===== config.mk =====
export PLATFORM = sky130hd
export DESIGN_NAME = trap_ctrl
export DESIGN_NICKNAME = d
export VERILOG_FILES = /design/src/rtl/trap_ctrl.sv
export SDC_FILE = /design/constraint.sdc
export NUM_CORES = 1
export LEC_CHECK = 0
export ABC_CLOCK_PERIOD_IN_PS = 4110
export CORE_AREA = 4 4 137 139
export DETAILED_ROUTE_END_ITERATION = 8
export DIE_AREA = 0 0 141 143
export DONT_BUFFER_PORTS = 1
export PLACE_DENSITY = 0.74
export SLEW_MARGIN = 40
export SYNTH_ARGS = -nofsm -noshare
export SYNTH_HDL_FRONTEND = slang
export SYNTH_SLANG_ARGS = --single-unit

===== constraint.sdc =====
create_clock -name clk -period 4.11 [get_ports clk]
set_clock_uncertainty 0.05 [all_clocks]
set_input_delay 0.411 -clock clk [delete_from_list [all_inputs] [get_ports clk]]
set_output_delay 0.411 -clock clk [all_outputs]
set_load 0.03 [all_outputs]

===== src/rtl/trap_ctrl.sv =====
// Machine-mode trap responder: owns the M-mode trap CSRs, takes timer interrupts,
// ecall and mret at commit, and issues a one-cycle flush/redirect strobe.
module trap_ctrl #(
  parameter int XLEN = 64,
  parameter logic [XLEN-1:0] MTVEC_RST = '0
) (
  input  logic            clk,
  input  logic            rst,
  input  logic            tint,
  input  logic            commit_valid,
  input  logic [XLEN-1:0] commit_pc,
  input  logic [XLEN-1:0] commit_next_pc,
  input  logic            ecall,
  input  logic            mret,
  input  logic            csr_we,
  input  logic [11:0]     csr_addr,
  input  logic [XLEN-1:0] csr_wdata,
  output logic [XLEN-1:0] csr_rdata,
  output logic            MIE,
  output logic            MTIE,
  output logic            redirect_valid,
  output logic [XLEN-1:0] redirect_pc
);

  localparam logic [11:0] A_MSTATUS = 12'h300;
  localparam logic [11:0] A_MIE     = 12'h304;
  localparam logic [11:0] A_MTVEC   = 12'h305;
  localparam logic [11:0] A_MEPC    = 12'h341;
  localparam logic [11:0] A_MCAUSE  = 12'h342;
  localparam logic [11:0] A_MIP     = 12'h344;

  localparam logic [XLEN-1:0] ALIGN       = ~(XLEN'(3));
  localparam logic [XLEN-1:0] CAUSE_INT   = {1'b1, (XLEN-1)'(7)};
  localparam logic [XLEN-1:0] CAUSE_ECALL = XLEN'(11);

  typedef enum logic {IDLE, REDIRECT} state_t;

  state_t          state;
  logic            mstatus_mie;
  logic            mstatus_mpie;
  logic            mie_mtie;
  logic [XLEN-1:0] mtvec;
  logic [XLEN-1:0] mepc;
  logic [XLEN-1:0] mcause;

  logic active;
  logic wr;
  logic take_int;
  logic take_ecall;
  logic take_mret;
  logic mie_w;
  logic mpie_w;

  assign MIE  = mstatus_mie;
  assign MTIE = mie_mtie;

  always_comb begin
    csr_rdata = '0;
    case (csr_addr)
      A_MSTATUS: begin
        csr_rdata[3]     = mstatus_mie;
        csr_rdata[7]     = mstatus_mpie;
        csr_rdata[12:11] = 2'b11;
      end
      A_MIE:    csr_rdata[7] = mie_mtie;
      A_MTVEC:  csr_rdata = mtvec;
      A_MEPC:   csr_rdata = mepc;
      A_MCAUSE: csr_rdata = mcause;
      A_MIP:    csr_rdata[7] = tint;
      default:  csr_rdata = '0;
    endcase
  end

  // Interrupt decision sees pre-write MIE/MTIE; trap field updates see post-write mstatus.
  always_comb begin
    active     = commit_valid && (state == IDLE);
    wr         = active && csr_we;
    take_int   = active && tint && mstatus_mie && mie_mtie;
    take_ecall = active && ecall && !take_int;
    take_mret  = active && mret && !take_int && !ecall;
    mie_w      = (wr && csr_addr == A_MSTATUS) ? csr_wdata[3] : mstatus_mie;
    mpie_w     = (wr && csr_addr == A_MSTATUS) ? csr_wdata[7] : mstatus_mpie;
  end

  always_ff @(posedge clk) begin
    if (rst) begin
      state          <= IDLE;
      mstatus_mie    <= 1'b0;
      mstatus_mpie   <= 1'b0;
      mie_mtie       <= 1'b0;
      mtvec          <= MTVEC_RST & ALIGN;
      mepc           <= '0;
      mcause         <= '0;
      redirect_valid <= 1'b0;
      redirect_pc    <= '0;
    end else begin
      state          <= IDLE;
      redirect_valid <= 1'b0;
      if (wr) begin
        case (csr_addr)
          A_MSTATUS: begin
            mstatus_mie  <= csr_wdata[3];
            mstatus_mpie <= csr_wdata[7];
          end
          A_MIE:    mie_mtie <= csr_wdata[7];
          A_MTVEC:  mtvec    <= csr_wdata & ALIGN;
          A_MEPC:   mepc     <= csr_wdata & ALIGN;
          A_MCAUSE: mcause   <= csr_wdata;
          default:  ;
        endcase
      end
      // Later assignments deliberately override the CSR write on shared fields.
      if (take_int || take_ecall) begin
        mepc           <= (take_int ? commit_next_pc : commit_pc) & ALIGN;
        mcause         <= take_int ? CAUSE_INT : CAUSE_ECALL;
        mstatus_mpie   <= mie_w;
        mstatus_mie    <= 1'b0;
        redirect_pc    <= mtvec;
        redirect_valid <= 1'b1;
        state          <= REDIRECT;
      end else if (take_mret) begin
        mstatus_mie    <= mpie_w;
        mstatus_mpie   <= 1'b1;
        redirect_pc    <= mepc;
        redirect_valid <= 1'b1;
        state          <= REDIRECT;
      end
    end
  end

endmodule


After elaboration in Yosys (flattened, before gate mapping)
Cells that the tools add are included.
{"block": "word_totals", "output_inout_bits": 131, "elab_cells": 72, "in_bits": 211, "ff_bits": 256}
{"block": "classes", "n_reduce_logical": 29, "muxes": 28, "bitwise": 1, "eq_ne": 6}
{"operator": "64-bit two-way mux", "count": 10}
{"operator": "51-bit one-hot mux with 3 select lines", "count": 1}
{"operator": "12-bit by 10-bit == test with 1-bit output, second input constant", "count": 6}
{"operator": "3-bit one-hot mux with 3 select lines", "count": 3}
{"operator": "2-bit AND reduction", "count": 6}
{"operator": "2-bit nonzero test", "count": 6}
{"operator": "1-bit logical AND", "count": 11}
{"operator": "1-bit two-way mux", "count": 11}
{"operator": "2-bit one-hot mux with 4 select lines", "count": 1}
{"operator": "1-bit one-hot mux with 6 select lines", "count": 1}
{"operator": "3-bit nonzero test", "count": 2}
{"operator": "1-bit one-hot mux with 4 select lines", "count": 1}
{"operator": "1-bit logical NOT", "count": 2}
{"operator": "2-bit OR reduction", "count": 1}
{"operator": "1-bit logical OR", "count": 1}
{"operator": "1-bit inverter", "count": 1}

Longest topological paths before layout
{"block": "depth", "word_depth": 10, "ltp_mapped": 8, "depth_no_buf": 5}

Least setup slack after synthesis
Ideal clock, no wire load.
{"block": "synth_path", "path_type": "input port to output port", "start": "input port csr_addr[5]", "end": "output port csr_rdata[36]", "path_buffers": 2, "required_ns": 3.649, "cell_stages": 7, "t_arrival_ns": 2.350, "setup_slack_ns": 1.299, "cell_sequence": "or4_4 -> or2_2 -> nor2_1 -> clkbuf_1 -> buf_1 -> a222oi_1 -> inv_1"}
{"block": "synth_between", "elab_chain_cells": 2, "word_cells_on_any_way": 4, "cone_classes": "eq/ne (3); mux (1)"}
{"element": "from (decl)", "line_no": "16", "rtl": "input logic [11:0] csr_addr,"}
{"element": "12-bit by 10-bit == test with 1-bit output", "line_no": "59", "rtl": "case (csr_addr)"}
{"element": "51-bit one-hot mux with 3 select lines (*)", "line_no": "59"}
{"element": "to (decl)", "line_no": "18", "rtl": "output logic [XLEN-1:0] csr_rdata,"}
Mark *: on every way between the ends. The rest lies on a longest branch, timed or not.

Worst setup path in the final report
{"block": "layout_path", "start": "input port csr_addr[5]", "end": "output port csr_rdata[52]"}
Same word-level chain as after synthesis.

==> out/results.ini <==
[final_layout]
multi_input_area_um2 = 4620
finalNetCount = 1320
num_antenna_cells = 0
syn_to_final_growth_pct = 16.9
drive_above_1_share = 0.0780
fillCellCount = 1389
final_cell_area_um2 = 12100
register_area_um2 = 5080

[worst_hold_path]
min_path_type = in -> reg
hp-start = commit_next_pc[62]
hold_end = mepc[62]$_SDFFE_PP0P_
worstHoldPathCells = 2

[critical_path]
cp.required_ns = 3.65
crit_arrival_ns = 2.42
reg2reg_from = state$_SDFF_PP0_
rrSetupSlack_ns = 1.24
r2r-end = mepc[51]$_SDFFE_PP0P_
crit_type = in -> out
r2r_cells = 6
endpoint_kind = output pin
cp_max_fo = 37
start_kind = input pin

[synthesis]
syn_inst = 1107
synth_compound_area_frac = 0.324
synth_fa_ha_area_frac = 0
synth_top_cells_by_area = dfxtp_1, a222oi_1, a22o_1
synth_seq_area_share = 0.493
synth-simple-area-share = 0.112
synth_common_cells = dfxtp_1, a222oi_1, nand2_1
synthMuxAreaShare = 0.00291
synth_top_cell_area_share = 0.493
synth_area_leader_cell = dfxtp_1
synth_top_family_by_area = compound AO/OA/AOI/OAI gates
async_flop_share = 0
ys_ff_latch = 254
synth_edf_count = 0
postSynthAreaPerCell_um2 = 9.31
netlist_area_um2 = 10300
ys_types = 41
synth_warnings = 0
synth_most_common_cell = dfxtp_1
synthFlopType = dfxtp_1
synthXorXnorAreaFrac = 0

[global_routing]
grt_pass1_vias = 9514
grt_max_degree = 195
grt_first_pass_wirelength_mm = 53.8
antenna_found_initial = 1
track_usage = 0.332
grt-ovfl-total = 0

[clock_tree]
cts_tree = built
postCtsResizedCells = 0
clock-root-buffer = clkbuf_16
clkTransAtPathRegs_ns = 0.06
cts_setup_buffers = 0
cts_buffer_depth = 3
numClockSinks = 254
clock_latency_ns = 0.53
h-tree-depth = 1
cts_buffers = 26

[placement]
place_congestion = 0.865
placed_area_um2 = 10500
io_buffer_count = 0
hpwl_mm = 21.3

[job]
maxCapViolations = 0

[sta]
finalSetupTns_ns = 0
slew_violations = 0
period_share = 0.701
maxSlewHeadroom = 0.399
setup_viol = 0
fmax_ghz = 0.347
final_hold_viol_count = 0
rsz0062_at_grt = no
worstMarginPinSlew_ns = 0.901
finalCriticalPeriod_ns = 2.88

[die]
initial_core_util = 0.584
dieArea_um2 = 20200
die_y_um = 143
io_pins = 342
rows = 49
coreArea_um2 = 17700
fp.dieW_um = 141

[routing]
via_count = 9817
drc_errors = 25
vias_per_cell = 7.23
wirelength_mm = 35.6
ant_nets = 0
drt_iter0_drc = 1568
avgRoutedWirePerCell_um = 26.3
firstDrtPassIters = 9

[status]
status = finished with violations
violations = DRC

[pwr]
ir_worst_vdd_uv = 365
p_leak_nw = 4.47
p_per_area_nw_per_um2 = 445

[report_power, final]
group          switching (mW)  internal, mW  total [mW]
Clock                   0.966          1.50        2.46
Combinational           0.213         0.134       0.347
Sequential             0.0520          2.51        2.56
[metrics by stage]
stage / cells / utilization / power, mW / worst slack (ns) / hold WS [ns]
CTS: 1356 / 0.681 / 5.38 / 1.25 / 0.0214
global placement: 1243 / 0.591 / 2.84 / 1.09 / 0.399
finish: 1357 / 0.683 / 5.37 / 1.23 / 0.0298
detailed placement: 1244 / 0.592 / 2.85 / 1.09 / 0.406
global route: 1357 / 0.683 / 5.53 / 1.02 / 0.0320
floorplan: 1108 / - / 2.80 / 1.30 / 0.394
[what timing repair did]
item | 4_1_cts | 5_1_grt
hold buffers | 65 | 0
setup endpoints to repair | 0 | 0
hold endpoints to repair | 253 | 0
[state kept, by name, summed over array words and instances, names as in the netlist]
signal / cells
state: 1
mstatus_mpie: 1
MIE: 1
redirect_pc: 62
MTIE: 1
mcause: 64
mtvec: 62
mepc: 62
[worst max-delay path by stage]
stage	startpoint	end	slack, ns	depth (start not counted)
after floorplan	csr_addr[5]	csr_rdata[36]	1.30	7
after global placement	csr_addr[5]	mepc[2]$_SDFFE_PP0P_	1.09	6
after detailed placement	csr_addr[5]	mcause[36]$_SDFFE_PP0P_	1.09	7
after CTS	state$_SDFF_PP0_	mepc[51]$_SDFFE_PP0P_	1.25	6
after global routing	state$_SDFF_PP0_	mepc[36]$_SDFFE_PP0P_	1.02	5
final	csr_addr[5]	csr_rdata[52]	1.23	6
[cell type report]
| class | count | share of cell area |
|---|---|---|
| inverter | 59 | 0.0184 |
| timing repair buffer | 94 | 0.0778 |
| clock buffer | 39 | 0.0647 |
| sequential | 254 | 0.422 |
| tap | 229 | 0.0238 |
| clock inverter | 8 | 0.0105 |
| multi-input combinational | 674 | 0.383 |
[cells by family (layout without fill, tap and decap cells)]
group	after synthesis	after routing
AOI/OAI and AO/OA	394	394
and+or+nand+nor	275	275
other	1	2
DFF	254	254
muxes	3	3
buffers and inverters	180	200
[per-layer routing]
metal  GRT usage  share of wire  up-vias
met1       0.429           0.36     4648
li1            -              -     4347
met2       0.533           0.47      726
met5           0        0.00025        -
met3      0.0864           0.13       94
met4       0.139          0.037        2
[critical path, stage by stage]
cell and delay [ns]:
or4_4 0.57, or2_2 0.37, nor2_4 0.09, buf_4 0.46, a222oi_1 0.18, inv_1 0.29
[placed cells by master, fill, tap and decap left out, types with 3 or more instances in the layout]
master and instances:
dfxtp_1 254, a222oi_1 182, nand2_1 132, nor2_1 98, a21oi_1 65, dlygate4sd3_1 64
inv_1 59, a22o_1 59, a211oi_1 35, o2bb2ai_1 30, clkbuf_16 26, buf_4 25
clkbuf_8 8, and2_1 6, nand2b_1 5, nor2_4 5, a22oi_1 5, nor3_1 5
clkbuf_1 5, o21ai_1 4, nand3_1 4, o21ai_0 4, clkinv_2 4, nor2b_1 3
mux2i_1 3, a31oi_1 3, bufinv_16 3
Note: power is estimated with default switching activity, not from simulation.
